## src/rtl/sequence_memory.sv

```systemverilog
// Four-entry sequence store with a one-hot LED playback engine and a
// combinational read port for the downstream compare stage.
module sequence_memory #(
  parameter int DATA_W     = 8,
  parameter int ON_CYCLES  = 4,
  parameter int OFF_CYCLES = 2
) (
  input  logic              clk,
  input  logic              rst_MEM,
  input  logic              en_MEM,
  input  logic              MEM_LOAD,
  input  logic [1:0]        MEM_LOAD_VAL,
  input  logic [DATA_W-1:0] MEM_IN,
  input  logic              clr_MEM,
  input  logic              start_PLAY,
  input  logic [1:0]        rd_addr,
  output logic [DATA_W-1:0] rd_data,
  output logic [3:0]        mem_valid,
  output logic [3:0]        led_out,
  output logic              play_active,
  output logic              complete_PLAY
);

  localparam int NUM_ENT = 4;
  localparam int TMAX    = (ON_CYCLES > OFF_CYCLES) ? ON_CYCLES : OFF_CYCLES;
  localparam int TW      = $clog2(TMAX + 1);
  localparam logic [TW-1:0] ON_LAST  = TW'(ON_CYCLES - 1);
  localparam logic [TW-1:0] OFF_LAST = TW'(OFF_CYCLES - 1);

  typedef enum logic [1:0] {S_IDLE, S_ON, S_OFF, S_DONE} state_t;

  state_t                          state, state_nxt;
  logic [1:0]                      idx, idx_nxt;
  logic [TW-1:0]                   timer, timer_nxt;
  logic [NUM_ENT-1:0][DATA_W-1:0]  mem;

  assign play_active   = (state == S_ON) || (state == S_OFF);
  assign complete_PLAY = (state == S_DONE);
  assign rd_data       = mem[rd_addr];
  assign led_out       = (state == S_ON) ? (4'b0001 << mem[idx][1:0]) : 4'b0000;

  // Data store ignores clr_MEM: a clear only drops the valid flags.
  always_ff @(posedge clk or posedge rst_MEM) begin
    if (rst_MEM) begin
      mem <= '0;
    end else if (MEM_LOAD && !play_active) begin
      for (int e = 0; e < NUM_ENT; e++)
        if (MEM_LOAD_VAL == 2'(e)) mem[e] <= MEM_IN;
    end
  end

  always_ff @(posedge clk or posedge rst_MEM) begin
    if (rst_MEM)
      mem_valid <= '0;
    else if (!play_active) begin
      if (clr_MEM)       mem_valid <= '0;
      else if (MEM_LOAD) mem_valid[MEM_LOAD_VAL] <= 1'b1;
    end
  end

  always_ff @(posedge clk or posedge rst_MEM) begin
    if (rst_MEM) begin
      state <= S_IDLE;
      idx   <= '0;
      timer <= '0;
    end else begin
      state <= state_nxt;
      idx   <= idx_nxt;
      timer <= timer_nxt;
    end
  end

  always_comb begin
    state_nxt = state;
    idx_nxt   = idx;
    timer_nxt = '0;
    case (state)
      S_IDLE: begin
        idx_nxt = '0;
        if (en_MEM && start_PLAY && (&mem_valid)) state_nxt = S_ON;
      end
      S_ON: begin
        if (!en_MEM) begin
          state_nxt = S_IDLE;
          idx_nxt   = '0;
        end else if (timer == ON_LAST) begin
          state_nxt = S_OFF;
        end else begin
          timer_nxt = timer + TW'(1);
        end
      end
      S_OFF: begin
        if (!en_MEM) begin
          state_nxt = S_IDLE;
          idx_nxt   = '0;
        end else if (timer == OFF_LAST) begin
          // idx 3 is the only way out to S_DONE; no wrap-around replay
          if (idx == 2'd3) state_nxt = S_DONE;
          else begin
            state_nxt = S_ON;
            idx_nxt   = idx + 2'd1;
          end
        end else begin
          timer_nxt = timer + TW'(1);
        end
      end
      S_DONE: begin
        state_nxt = S_IDLE;
        idx_nxt   = '0;
      end
      default: state_nxt = S_IDLE;
    endcase
  end

endmodule

```

## config.mk

```make
export PLATFORM = sky130hd
export DESIGN_NAME = sequence_memory
export DESIGN_NICKNAME = d
export VERILOG_FILES = /design/src/rtl/sequence_memory.sv
export SDC_FILE = /design/constraint.sdc
export NUM_CORES = 1
export LEC_CHECK = 0
export CORE_ASPECT_RATIO = 0.75
export CORE_MARGIN = 2
export CORE_UTILIZATION = 40
export CTS_BUF_LIST = sky130_fd_sc_hd__clkbuf_4
export CTS_CLUSTER_SIZE = 25
export DETAILED_ROUTE_END_ITERATION = 7
export GPL_ROUTABILITY_DRIVEN = 1
export GPL_TIMING_DRIVEN = 0
export PLACE_DENSITY = 0.73
export SETUP_SLACK_MARGIN = 0.15
export SLEW_MARGIN = 25
export SYNTH_ARGS = -nofsm -noshare
export SYNTH_HDL_FRONTEND = slang
export SYNTH_SLANG_ARGS = --single-unit
```

## constraint.sdc

```tcl
create_clock -name clk -period 2.5 [get_ports clk]
set_input_delay 0.25 -clock clk [delete_from_list [all_inputs] [get_ports clk]]
set_output_delay 0.25 -clock clk [all_outputs]
set_load 0.005 [all_outputs]
```

==> impl_results.html, run 1 <==
<table>
<tr><th>Metric</th><th>Value</th></tr>
<tr><th colspan="2">Timing</th></tr>
<tr><td>Setup repair after global routing missed its margin</td><td>false</td></tr>
<tr><td>Max transition margin</td><td>48.2%</td></tr>
<tr><td>Final hold slack</td><td>210 ps</td></tr>
<tr><td>Final total negative setup slack</td><td>0 ps</td></tr>
<tr><td>Setup slack of the critical path after layout</td><td>278 ps</td></tr>
<tr><td>Maximum clock frequency</td><td>0.450 GHz</td></tr>
<tr><td>Final Cycle Share</td><td>88.9%</td></tr>
<tr><td>Slew at the pin closest to its max-slew limit</td><td>773 ps</td></tr>
<tr><td>Number of hold violations in the final report</td><td>0</td></tr>
<tr><td>Minimum clock period after layout</td><td>2220 ps</td></tr>
<tr><td>Pins over their slew limit</td><td>0</td></tr>
<tr><td>Number of endpoints failing setup at the final stage</td><td>0</td></tr>
<tr><td>Final worst clock skew</td><td>12.7 ps</td></tr>
<tr><th colspan="2">Finish</th></tr>
<tr><td>Post-layout nets</td><td>225</td></tr>
<tr><td>Layout Utilization</td><td>50.7%</td></tr>
<tr><td>Commonest cells after routing, fill and taps aside</td><td>sky130_fd_sc_hd__dfrtp_1 (42), sky130_fd_sc_hd__mux2_2 (32), sky130_fd_sc_hd__clkdlybuf4s50_1 (31), sky130_fd_sc_hd__ha_1 (11), sky130_fd_sc_hd__mux4_2 (10)</td></tr>
<tr><td>Diode insertion count for antenna repair</td><td>0</td></tr>
<tr><td>Most common library cell in the layout ignoring fill and taps</td><td>sky130_fd_sc_hd__dfrtp_1</td></tr>
<tr><td>FILL cells</td><td>452</td></tr>
<tr><td>Fraction of layout instances using a drive strength above 1</td><td>32.5%</td></tr>
<tr><td>Area overhead of the layout relative to synthesis</td><td>24.2%</td></tr>
<tr><th colspan="2">Run status</th></tr>
<tr><td>Outcome</td><td>finished, final reports clean</td></tr>
<tr><th colspan="2">Setup path</th></tr>
<tr><td>Highest net fanout along the worst path</td><td>4</td></tr>
<tr><td>Category of the worst setup path launch point</td><td>flop</td></tr>
<tr><td>Data required time at the worst endpoint</td><td>2250 ps</td></tr>
<tr><td>Worst-path cell with the longest stage delay</td><td>sky130_fd_sc_hd__mux4_2</td></tr>
<tr><td>Cells traversed along the worst timing path</td><td>mux4_2 &gt; and3_1 &gt; clkdlybuf4s50_1</td></tr>
<tr><td>WP data arrival</td><td>1970 ps</td></tr>
<tr><td>Worst setup EP type</td><td>output port</td></tr>
<tr><td>Crit Path Class</td><td>reg -&gt; out</td></tr>
<tr><td>R2R Setup Slk</td><td>340 ps</td></tr>
<tr><td>Crit path largest cell delay</td><td>550 ps</td></tr>
<tr><th colspan="2">Run</th></tr>
<tr><td>Max-cap violation count</td><td>0</td></tr>
<tr><th colspan="2">Clocking</th></tr>
<tr><td>Buffer type at the clock tree root</td><td>sky130_fd_sc_hd__clkbuf_4</td></tr>
<tr><td>Cts hold-fix bufs</td><td>0</td></tr>
<tr><td>Clock latency at the later pin of the worst-skew pair</td><td>360 ps</td></tr>
<tr><td>Clock tree sinks</td><td>43</td></tr>
<tr><td>Maximum clock insertion buffer count</td><td>2</td></tr>
<tr><td>Clock H-tree levels</td><td>2</td></tr>
<tr><td>TritonCTS clock tree</td><td>built</td></tr>
<tr><td>TritonCTS Buffers</td><td>5</td></tr>
<tr><td>Clock slew at reported path FFs</td><td>140 ps</td></tr>
<tr><th colspan="2">Floorplan</th></tr>
<tr><td>Area of the core</td><td>0.00527 mm^2</td></tr>
<tr><td>Top-level port count</td><td>36</td></tr>
<tr><td>Starting Density</td><td>40.8%</td></tr>
<tr><td>Die W</td><td>88.7 um</td></tr>
<tr><td>Total Die Area</td><td>0.00599 mm^2</td></tr>
<tr><td>Placement Rows</td><td>23</td></tr>
<tr><td>Die Y-Extent</td><td>67.5 um</td></tr>
<tr><th colspan="2">Global routing</th></tr>
<tr><td>Antenna violations before repair</td><td>0</td></tr>
<tr><td>Global-route congestion overflow total</td><td>0</td></tr>
<tr><td>Overall fraction of global-route tracks in use</td><td>15.7%</td></tr>
<tr><td>Pin count of the biggest net entering global routing</td><td>24</td></tr>
<tr><td>Vias in the first global route</td><td>1350</td></tr>
<tr><td>First-pass GRT wire length</td><td>6690 um</td></tr>
<tr><th colspan="2">Synthesis</th></tr>
<tr><td>Cell types occupying the most area after synthesis</td><td>sky130_fd_sc_hd__dfrtp_1 (50%), sky130_fd_sc_hd__mux2_2 (17%), sky130_fd_sc_hd__mux4_2 (10%), sky130_fd_sc_hd__ha_1 (6.4%), sky130_fd_sc_hd__mux2i_1 (1.4%)</td></tr>
<tr><td>Largest area contributor in the netlist</td><td>sky130_fd_sc_hd__dfrtp_1</td></tr>
<tr><td>Number of library cell types mapped by synthesis</td><td>27</td></tr>
<tr><td>Nets in the synthesized netlist</td><td>184</td></tr>
<tr><td>Sequential fraction of the synthesis area</td><td>50.0%</td></tr>
<tr><td>Synth Instances</td><td>155</td></tr>
<tr><td>Flip-flop and latch count after synthesis</td><td>43</td></tr>
<tr><td>Cell area after technology mapping</td><td>0.00215 mm^2</td></tr>
<tr><td>Portion of synthesized cell area occupied by the leading cell type</td><td>50.0%</td></tr>
<tr><td>Syn avg cell area</td><td>13.9 um^2</td></tr>
<tr><td>Count of warnings emitted by yosys</td><td>0</td></tr>
<tr><th colspan="2">Placement</th></tr>
<tr><td>Input/output buffers</td><td>32</td></tr>
<tr><td>Placed wire-length estimate after detailed placement</td><td>2890 um</td></tr>
<tr><td>Worst-case setup slack after placement</td><td>344 ps</td></tr>
<tr><td>Final weighted congestion in routability-driven placement</td><td>0.693</td></tr>
<tr><th colspan="2">Route</th></tr>
<tr><td>DR DRC count</td><td>0</td></tr>
<tr><td>Routed wire length per instance</td><td>14.9 um</td></tr>
<tr><td>Drt total wl</td><td>4060 um</td></tr>
<tr><td>Detailed Routing Iterations Pass 1</td><td>4</td></tr>
<tr><td>Number of violations reported at the end of detailed-routing iteration 0</td><td>58</td></tr>
<tr><td>Via count</td><td>1373</td></tr>
<tr><td>Post-DRT Antenna Nets</td><td>0</td></tr>
<tr><td>DR vias/cell</td><td>5.05</td></tr>
<tr><th colspan="2">Power</th></tr>
<tr><td>Leakage Power</td><td>1.13 nW</td></tr>
<tr><td>Ratio of total power to cell area</td><td>1000 mW/mm^2</td></tr>
<tr><td>Peak ir drop on the vdd network</td><td>0.000330 V</td></tr>
<tr><th colspan="2">Hold path</th></tr>
<tr><td>Hold crit path type</td><td>in -&gt; async</td></tr>
</table>
==> flip-flops by register name (all words and copies together), names as in the netlist <==
signal and count:
mem 32, idx 2, state 2, timer 3
mem_valid 4
==> final timing paths <==
kind                                            from             endpoint  depth (start not counted)
worst max-delay path              idx[0]$_DFFE_PP0P_           led_out[3]                          3
worst min-delay path                         rst_MEM  mem[19]$_DFFE_PP0P_                          2
worst max register to register  state[0]$_DFFE_PP0P_   mem[3]$_DFFE_PP0P_                          4
worst min register to register    timer[0]$_DFF_PP0_   timer[0]$_DFF_PP0_                          1
max in group asynchronous                    rst_MEM   idx[0]$_DFFE_PP0P_                          3
min in group clk                              en_MEM   idx[0]$_DFFE_PP0P_                          3
==> layer usage <==
| metal | part of all wire, % | global-route usage [%] | wire (um) |
|---|---|---|---|
| met4 | 1.9 | 6.82 | 77 |
| met5 | 0 | 0 | 0 |
| met1 | 46 | 21.3 | 1890 |
| met3 | 3.7 | 4.03 | 151 |
| met2 | 48 | 24.0 | 1950 |
==> critical path, delay by kind of cell (launching register included) <==
| family | cells | cell delay [ps] |
|---|---|---|
| mux | 1 | 550 |
| buf+inv | 1 | 440 |
| flops | 1 | 420 |
| simple gates | 1 | 210 |
==> cells in the mapped netlist <==
cell type                   n
sky130_fd_sc_hd__a31oi_1    1
sky130_fd_sc_hd__and2_1     1
sky130_fd_sc_hd__inv_1      8
sky130_fd_sc_hd__o21ai_0    3
sky130_fd_sc_hd__nor2_1     8
sky130_fd_sc_hd__nor3_1     1
sky130_fd_sc_hd__mux2i_1    3
sky130_fd_sc_hd__nor4bb_1   1
sky130_fd_sc_hd__nor2b_1    3
sky130_fd_sc_hd__dfrtp_1   43
sky130_fd_sc_hd__mux2_2    32
sky130_fd_sc_hd__and4bb_2   1
sky130_fd_sc_hd__o22a_1     1
sky130_fd_sc_hd__buf_1      1
sky130_fd_sc_hd__nand2_1    8
sky130_fd_sc_hd__or3b_2     2
sky130_fd_sc_hd__nand4b_1   1
sky130_fd_sc_hd__a21oi_1    4
sky130_fd_sc_hd__o22ai_1    1
sky130_fd_sc_hd__buf_2      4
sky130_fd_sc_hd__mux4_2    10
sky130_fd_sc_hd__nand4_1    2
sky130_fd_sc_hd__nor4b_4    1
sky130_fd_sc_hd__ha_1      11
sky130_fd_sc_hd__and3_1     1
sky130_fd_sc_hd__nand4b_2   1
sky130_fd_sc_hd__nor3b_1    2
==> cells by family (layout without fill, tap and decap cells) <==
family	after synthesis	after routing	synth area share, %
multiplexers	45	45	28.6
flip-flops	43	43	50.0
AND/OR/NAND/NOR	33	33	9.83
buffers and inverters	13	55	2.50
adder cells (fa/ha/maj)	11	11	6.40
AO/OA/AOI/OAI	10	10	2.62
==> repair_timing <==
action,CTS,global route
buffers inserted,1,0
endpoints found under the setup margin,1,1
cloned,0,0
resized for setup,1,2
==> per-stage QoR <==
| stage | total power, mW | area [um^2] | std cells |
|---|---|---|---|
| floorplan | 1.87 | 2150 | 155 |
| finish | 2.68 | 2670 | 272 |
| global placement | 2.30 | 2560 | 262 |
| CTS | 2.70 | 2660 | 272 |
| detailed placement | 2.35 | 2590 | 263 |
| global route | 2.89 | 2670 | 272 |
==> cell type report <==
type,instances,area [um^2],share of cell area [%]
flip-flops and latches,43,1080,40.3
multi-input cells,99,1030,38.4
repair buffers,34,358,13.4
well taps,75,93.8,3.51
clock buffers,5,37.5,1.41
inverters,8,30.0,1.12
clock inverters,3,25.0,0.937
plain buffers,5,23.8,0.890
==> report_power, final <==
part	internal, mW	leakage [nW]	switching [mW]	total [mW]
Combinational	0.731	0.571	0.406	1.14
Clock	0.113	0.0314	0.237	0.350
Sequential	1.01	0.529	0.181	1.19
Total	1.85	1.13	0.824	2.68
(Power assumes the default switching activity.)
==> run 2: changes to the inputs <==
Settings changed: SETUP_SLACK_MARGIN 0.15 to default.
Clock period 2.5 ns to 2.7 ns, I/O delays scaled along.
==> run 2 against run 1 <==
Clock power is 7.7% lower. Clock skew hardly changed. Non-clock buffer count is 1 lower. Largest cell class unchanged. Wire length is 0.42% lower. Sequential share of layout area is 0.20 points higher. Via count is 0.22% lower.
==> impl_results.html, run 2 (same netlist as run 1, synthesis figures left out) <==
<table>
<tr><th>Metric</th><th>Value</th></tr>
<tr><th colspan="2">Run status</th></tr>
<tr><td>Outcome</td><td>finished, final reports clean</td></tr>
<tr><th colspan="2">Finish</th></tr>
<tr><td>Area overhead of the layout relative to synthesis</td><td>23.4%</td></tr>
<tr><td>Post-layout nets</td><td>224</td></tr>
<tr><td>Register name with the most flops</td><td>mem</td></tr>
<tr><td>Most common library cell in the layout ignoring fill and taps</td><td>sky130_fd_sc_hd__dfrtp_1</td></tr>
<tr><td>Diode insertion count for antenna repair</td><td>0</td></tr>
<tr><td>Top Registers</td><td>mem: 32 flops, mem_valid: 4 flops, timer: 3 flops</td></tr>
<tr><td>FILL cells</td><td>456</td></tr>
<tr><td>Commonest cells after routing, fill and taps aside</td><td>sky130_fd_sc_hd__dfrtp_1 (43), sky130_fd_sc_hd__mux2_2 (32), sky130_fd_sc_hd__clkdlybuf4s50_1 (32), sky130_fd_sc_hd__ha_1 (11), sky130_fd_sc_hd__mux4_2 (10)</td></tr>
<tr><td>Fraction of layout instances using a drive strength above 1</td><td>31.1%</td></tr>
<tr><td>Max FFs per register</td><td>32</td></tr>
<tr><th colspan="2">Setup path</th></tr>
<tr><td>Number of cells on the critical path</td><td>3</td></tr>
<tr><td>Worst setup EP type</td><td>output port</td></tr>
<tr><td>Origin of the worst setup path</td><td>idx[0]$_DFFE_PP0P_</td></tr>
<tr><td>Terminus of the critical flop-to-flop path</td><td>mem[3]$_DFFE_PP0P_</td></tr>
<tr><td>R2R depth</td><td>4</td></tr>
<tr><td>Data required time at the worst endpoint</td><td>2430 ps</td></tr>
<tr><td>Cells traversed along the worst timing path</td><td>mux4_2 &gt; nor3b_1 &gt; clkdlybuf4s50_1</td></tr>
<tr><td>Beginning of the worst register-to-register path</td><td>state[0]$_DFFE_PP0P_</td></tr>
<tr><td>Dominant delay contributor by cell family on the critical path</td><td>multiplexers</td></tr>
<tr><td>Endpoint of the worst setup timing path</td><td>led_out[0]</td></tr>
<tr><td>Category of the worst setup path launch point</td><td>flop</td></tr>
<tr><td>WP data arrival</td><td>2150 ps</td></tr>
<tr><td>Worst-path cell with the longest stage delay</td><td>sky130_fd_sc_hd__mux4_2</td></tr>
<tr><td>Crit path largest cell delay</td><td>580 ps</td></tr>
<tr><td>Crit Path Class</td><td>reg -&gt; out</td></tr>
<tr><td>Worst path buffer plus inverter count</td><td>1</td></tr>
<tr><td>Highest net fanout along the worst path</td><td>5</td></tr>
<tr><td>R2R Setup Slk</td><td>550 ps</td></tr>
<tr><th colspan="2">Floorplan</th></tr>
<tr><td>Total Die Area</td><td>0.00599 mm^2</td></tr>
<tr><td>Starting Density</td><td>40.8%</td></tr>
<tr><td>Area of the core</td><td>0.00527 mm^2</td></tr>
<tr><td>Die W</td><td>88.7 um</td></tr>
<tr><td>Placement Rows</td><td>23</td></tr>
<tr><td>Die Y-Extent</td><td>67.5 um</td></tr>
<tr><td>Top-level port count</td><td>36</td></tr>
<tr><th colspan="2">Route</th></tr>
<tr><td>DR vias/cell</td><td>5.06</td></tr>
<tr><td>Via count</td><td>1370</td></tr>
<tr><td>Drt total wl</td><td>4040 um</td></tr>
<tr><td>DR DRC count</td><td>0</td></tr>
<tr><td>Number of violations reported at the end of detailed-routing iteration 0</td><td>49</td></tr>
<tr><td>Detailed Routing Iterations Pass 1</td><td>4</td></tr>
<tr><td>Post-DRT Antenna Nets</td><td>0</td></tr>
<tr><td>Routed wire length per instance</td><td>14.9 um</td></tr>
<tr><th colspan="2">Clocking</th></tr>
<tr><td>Buffer type at the clock tree root</td><td>sky130_fd_sc_hd__clkbuf_4</td></tr>
<tr><td>Clock latency at the later pin of the worst-skew pair</td><td>360 ps</td></tr>
<tr><td>TritonCTS Buffers</td><td>5</td></tr>
<tr><td>Post-CTS Setup Bufs</td><td>0</td></tr>
<tr><td>Number of gates resized after cts</td><td>0</td></tr>
<tr><td>Clock H-tree levels</td><td>2</td></tr>
<tr><td>Maximum clock insertion buffer count</td><td>2</td></tr>
<tr><td>Clock slew at reported path FFs</td><td>140 ps</td></tr>
<tr><td>Clock tree sinks</td><td>43</td></tr>
<tr><td>Cts hold-fix bufs</td><td>0</td></tr>
<tr><td>TritonCTS clock tree</td><td>built</td></tr>
<tr><th colspan="2">Power</th></tr>
<tr><td>Leakage Power</td><td>1.11 nW</td></tr>
<tr><td>PnR Total Power</td><td>2.47 mW</td></tr>
<tr><td>Peak ir drop on the vdd network</td><td>0.000304 V</td></tr>
<tr><td>Ratio of total power to cell area</td><td>930 mW/mm^2</td></tr>
<tr><th colspan="2">Timing</th></tr>
<tr><td>Final worst clock skew</td><td>12.5 ps</td></tr>
<tr><td>Final hold slack</td><td>227 ps</td></tr>
<tr><td>Minimum clock period after layout</td><td>2420 ps</td></tr>
<tr><td>Setup repair after global routing missed its margin</td><td>false</td></tr>
<tr><td>Final Cycle Share</td><td>89.8%</td></tr>
<tr><td>Final total negative setup slack</td><td>0 ps</td></tr>
<tr><td>Number of hold violations in the final report</td><td>0</td></tr>
<tr><td>Pins over their slew limit</td><td>0</td></tr>
<tr><td>Max transition margin</td><td>48.9%</td></tr>
<tr><td>Maximum clock frequency</td><td>0.413 GHz</td></tr>
<tr><td>Slew at the pin closest to its max-slew limit</td><td>763 ps</td></tr>
<tr><td>Number of endpoints failing setup at the final stage</td><td>0</td></tr>
<tr><th colspan="2">Global routing</th></tr>
<tr><td>Vias in the first global route</td><td>1349</td></tr>
<tr><td>Antenna violations before repair</td><td>0</td></tr>
<tr><td>Global-route congestion overflow total</td><td>0</td></tr>
<tr><td>Pin count of the biggest net entering global routing</td><td>24</td></tr>
<tr><td>Overall fraction of global-route tracks in use</td><td>15.7%</td></tr>
<tr><td>First-pass GRT wire length</td><td>6690 um</td></tr>
<tr><th colspan="2">Placement</th></tr>
<tr><td>Input/output buffers</td><td>32</td></tr>
<tr><td>Final weighted congestion in routability-driven placement</td><td>0.693</td></tr>
<tr><td>Placed wire-length estimate after detailed placement</td><td>2890 um</td></tr>
<tr><th colspan="2">Hold path</th></tr>
<tr><td>Hold crit path type</td><td>in -&gt; async</td></tr>
<tr><th colspan="2">Run</th></tr>
<tr><td>Max-cap violation count</td><td>0</td></tr>
</table>
-- run 2: worst register-to-register path, stage by stage (launching register included) --
cell	delay (ps)
sky130_fd_sc_hd__dfrtp_1	410
sky130_fd_sc_hd__inv_1	100
sky130_fd_sc_hd__ha_1	440
sky130_fd_sc_hd__nor4b_4	700
sky130_fd_sc_hd__mux2_2	410
-- run 2: report_power, final --
part	leakage, nW	internal, mW	switching [mW]
Combinational	0.547	0.674	0.371
Clock	0.0314	0.104	0.219
Sequential	0.531	0.933	0.168
Total	1.11	1.71	0.758
-- run 2: layout make-up --
type,count,area [um^2],share of cell area [%]
well taps,75,93.8,3.53
plain buffers,5,23.8,0.895
flip-flops and latches,43,1080,40.5
inverters,8,30.0,1.13
clock inverters,3,25.0,0.943
clock buffers,5,37.5,1.41
multi-input cells,99,1020,38.5
repair buffers,33,348,13.1
-- run 2: worst min path at each step --
| stage | start | to | slack, ps |
|---|---|---|---|
| 3_5_place_dp | mem[28]$_DFFE_PP0P_ | mem[28]$_DFFE_PP0P_ | 490 |
| 6_report | rst_MEM | mem[19]$_DFFE_PP0P_ | 230 |
| 5_1_grt | rst_MEM | mem[6]$_DFFE_PP0P_ | 240 |
| 2_1_floorplan | MEM_IN[0] | mem[24]$_DFFE_PP0P_ | 420 |
| 4_1_cts | rst_MEM | mem[19]$_DFFE_PP0P_ | 220 |
| 3_3_place_gp | timer[0]$_DFF_PP0_ | timer[0]$_DFF_PP0_ | 480 |
-- run 2: stage by stage --
step                      worst slack [ps]  instance area (um^2)  utilization, %  cells
after floorplan                        913                  2150               -    155
after global placement                 540                  2560            48.7    262
after detailed placement               544                  2590            49.2    263
after CTS                              259                  2660            50.4    271
after global routing                   163                  2660            50.4    271
final                                  276                  2660            50.4    271
-- run 2: per-layer routing --
metal	wire length [um]	part of all wire [%]	up-vias	GRT usage, %
met5	0	0	-	0
met4	75	1.9	0	6.82
met3	149	3.7	4	4.03
met2	1950	48	19	24.0
met1	1870	46	700	21.3
li1	-	-	647	-
==> run 3: changes to the inputs <==
Settings changed: CAP_MARGIN from default to 20, CORE_UTILIZATION 40 to 30, PLACE_DENSITY 0.73 to 0.6, SETUP_SLACK_MARGIN from default to 0.02.
==> run 3 against run 2 <==
Global-route usage decreased by 3.8 points. Critical path type unchanged. Combinational power about the same. Setup slack got worse by 19 ps. Maximum frequency decreased by 0.77%. Flip-flop and latch count unchanged. First-iteration DRC count decreased by 14%.
==> impl_results.html, run 3 (same netlist as run 1, synthesis figures left out) <==
<table>
<tr><th>Metric</th><th>Value</th></tr>
<tr><th colspan="2">Finish</th></tr>
<tr><td>Post-layout nets</td><td>224</td></tr>
<tr><td>Top Registers</td><td>mem: 32 flops, mem_valid: 4 flops, timer: 3 flops</td></tr>
<tr><td>Diode insertion count for antenna repair</td><td>0</td></tr>
<tr><td>Commonest cells after routing, fill and taps aside</td><td>sky130_fd_sc_hd__dfrtp_1 (43), sky130_fd_sc_hd__mux2_2 (32), sky130_fd_sc_hd__clkdlybuf4s50_1 (32), sky130_fd_sc_hd__ha_1 (11), sky130_fd_sc_hd__mux4_2 (10)</td></tr>
<tr><td>Sequential cell area</td><td>0.00108 mm^2</td></tr>
<tr><td>Final Non-Filler Cells</td><td>294</td></tr>
<tr><td>Fraction of layout instances using a drive strength above 1</td><td>31.1%</td></tr>
<tr><td>FILL cells</td><td>658</td></tr>
<tr><td>Total area of multi-input combinational cells</td><td>0.00102 mm^2</td></tr>
<tr><td>Area overhead of the layout relative to synthesis</td><td>26.4%</td></tr>
<tr><td>Max FFs per register</td><td>32</td></tr>
<tr><td>Register name with the most flops</td><td>mem</td></tr>
<tr><td>Most common library cell in the layout ignoring fill and taps</td><td>sky130_fd_sc_hd__dfrtp_1</td></tr>
<tr><th colspan="2">Global routing</th></tr>
<tr><td>Vias in the first global route</td><td>1372</td></tr>
<tr><td>Antenna violations before repair</td><td>0</td></tr>
<tr><td>Global-route congestion overflow total</td><td>0</td></tr>
<tr><td>First-pass GRT wire length</td><td>7150 um</td></tr>
<tr><td>Pin count of the biggest net entering global routing</td><td>28</td></tr>
<tr><td>Overall fraction of global-route tracks in use</td><td>11.9%</td></tr>
<tr><th colspan="2">Timing</th></tr>
<tr><td>Pins over their slew limit</td><td>0</td></tr>
<tr><td>Setup repair after global routing missed its margin</td><td>false</td></tr>
<tr><td>Max transition margin</td><td>48.8%</td></tr>
<tr><td>Final Cycle Share</td><td>90.5%</td></tr>
<tr><td>Number of endpoints failing setup at the final stage</td><td>0</td></tr>
<tr><td>Number of hold violations in the final report</td><td>0</td></tr>
<tr><td>Final total negative setup slack</td><td>0 ps</td></tr>
<tr><td>Final hold slack</td><td>211 ps</td></tr>
<tr><td>Slew at the pin closest to its max-slew limit</td><td>765 ps</td></tr>
<tr><td>Final worst clock skew</td><td>7.81 ps</td></tr>
<tr><td>Minimum clock period after layout</td><td>2440 ps</td></tr>
<tr><td>Maximum clock frequency</td><td>0.409 GHz</td></tr>
<tr><th colspan="2">Setup path</th></tr>
<tr><td>Data required time at the worst endpoint</td><td>2430 ps</td></tr>
<tr><td>Crit Path Class</td><td>reg -&gt; out</td></tr>
<tr><td>Highest net fanout along the worst path</td><td>5</td></tr>
<tr><td>WP data arrival</td><td>2170 ps</td></tr>
<tr><td>Worst setup EP type</td><td>output port</td></tr>
<tr><td>Category of the worst setup path launch point</td><td>flop</td></tr>
<tr><th colspan="2">Route</th></tr>
<tr><td>Post-DRT Antenna Nets</td><td>0</td></tr>
<tr><td>Routed wire length per instance</td><td>14.6 um</td></tr>
<tr><td>Number of violations reported at the end of detailed-routing iteration 0</td><td>42</td></tr>
<tr><td>Via count</td><td>1347</td></tr>
<tr><td>Drt total wl</td><td>4290 um</td></tr>
<tr><td>Detailed Routing Iterations Pass 1</td><td>4</td></tr>
<tr><td>DR vias/cell</td><td>4.58</td></tr>
<tr><td>DR DRC count</td><td>0</td></tr>
<tr><th colspan="2">Placement</th></tr>
<tr><td>Input/output buffers</td><td>32</td></tr>
<tr><td>Placed wire-length estimate after detailed placement</td><td>3030 um</td></tr>
<tr><td>Number of cells in the design after placement</td><td>286</td></tr>
<tr><td>Final weighted congestion in routability-driven placement</td><td>0.736</td></tr>
<tr><th colspan="2">Power</th></tr>
<tr><td>Leakage Power</td><td>1.13 nW</td></tr>
<tr><td>Ratio of total power to cell area</td><td>975 mW/mm^2</td></tr>
<tr><td>Peak ir drop on the vdd network</td><td>0.000258 V</td></tr>
<tr><th colspan="2">Hold path</th></tr>
<tr><td>Hold crit path type</td><td>in -&gt; async</td></tr>
<tr><th colspan="2">Clocking</th></tr>
<tr><td>Buffer type at the clock tree root</td><td>sky130_fd_sc_hd__clkbuf_4</td></tr>
<tr><td>Post-CTS Setup Bufs</td><td>0</td></tr>
<tr><td>Cts hold-fix bufs</td><td>0</td></tr>
<tr><td>Clock slew at reported path FFs</td><td>130 ps</td></tr>
<tr><td>Clock H-tree levels</td><td>2</td></tr>
<tr><td>Number of gates resized after cts</td><td>0</td></tr>
<tr><td>Maximum clock insertion buffer count</td><td>2</td></tr>
<tr><td>Clock latency at the later pin of the worst-skew pair</td><td>350 ps</td></tr>
<tr><td>TritonCTS Buffers</td><td>5</td></tr>
<tr><td>TritonCTS clock tree</td><td>built</td></tr>
<tr><td>Clock tree sinks</td><td>43</td></tr>
<tr><th colspan="2">Floorplan</th></tr>
<tr><td>Die Y-Extent</td><td>77.3 um</td></tr>
<tr><td>Die W</td><td>102 um</td></tr>
<tr><td>Placement Rows</td><td>26</td></tr>
<tr><td>Area of the core</td><td>0.00686 mm^2</td></tr>
<tr><td>Top-level port count</td><td>36</td></tr>
<tr><td>Total Die Area</td><td>0.00787 mm^2</td></tr>
<tr><td>Starting Density</td><td>31.3%</td></tr>
<tr><th colspan="2">Run</th></tr>
<tr><td>Max-cap violation count</td><td>0</td></tr>
<tr><th colspan="2">Run status</th></tr>
<tr><td>Outcome</td><td>finished, final reports clean</td></tr>
</table>
## run 3: cell count changes in the layout (fill, tap and decap cells not counted), sizes merged
cell	delta
clkinv	-2
bufinv	+2
## run 3: path summary, 6_finish.rpt
path | startpoint | end | slack, ps | depth (start not counted)
worst max register to register | state[0]$_DFFE_PP0P_ | mem[2]$_DFFE_PP0P_ | 550 | 4
max in group asynchronous | rst_MEM | mem[8]$_DFFE_PP0P_ | 2010 | 3
min in group clk | en_MEM | idx[1]$_DFFE_PP0P_ | 250 | 3
worst max-delay path | idx[0]$_DFFE_PP0P_ | led_out[0] | 260 | 3
worst min register to register | timer[0]$_DFF_PP0_ | timer[0]$_DFF_PP0_ | 510 | 1
worst min-delay path | rst_MEM | mem_valid[3]$_DFFE_PP0P_ | 210 | 2
## run 3: power breakdown
group | switching (mW) | total (mW) | internal (mW) | leakage (nW)
clock | 0.212 | 0.500 | 0.288 | 0.0514
sequential | 0.169 | 1.10 | 0.934 | 0.531
combinational | 0.375 | 1.05 | 0.673 | 0.544
total | 0.756 | 2.65 | 1.89 | 1.13
## run 3: per-layer routing
metal | routed length [um] | GRT usage [%] | vias up
li1 | - | - | 646
met1 | 2190 | 17.5 | 672
met2 | 1880 | 17.3 | 24
met3 | 171 | 2.52 | 5
met4 | 51 | 4.05 | 0
met5 | 0 | 0 | -
## run 3: worst max-delay path, cell delays in order, from the launching register on
cell	delay, ps
sky130_fd_sc_hd__dfrtp_1	480
sky130_fd_sc_hd__mux4_2	580
sky130_fd_sc_hd__nor3b_1	230
sky130_fd_sc_hd__clkdlybuf4s50_1	540
## run 3: layout make-up
cell class	instances	area share [%]
buffer	5	0.874
clock buffer	5	1.38
clock inverter	3	2.49
inverter	8	1.10
multi-input combinational	99	37.6
sequential	43	39.6
tap	98	4.51
timing repair buffer	33	12.5
## run 3: per-stage QoR
stage,setup slack (ps),cell area [um^2],total power [mW],util (%)
finish,258,2720,2.65,39.6
global route,189,2720,2.84,39.6
CTS,237,2720,2.68,39.6
detailed placement,533,2610,2.18,38.1
global placement,484,2590,2.15,37.8
floorplan,913,2150,1.73,-
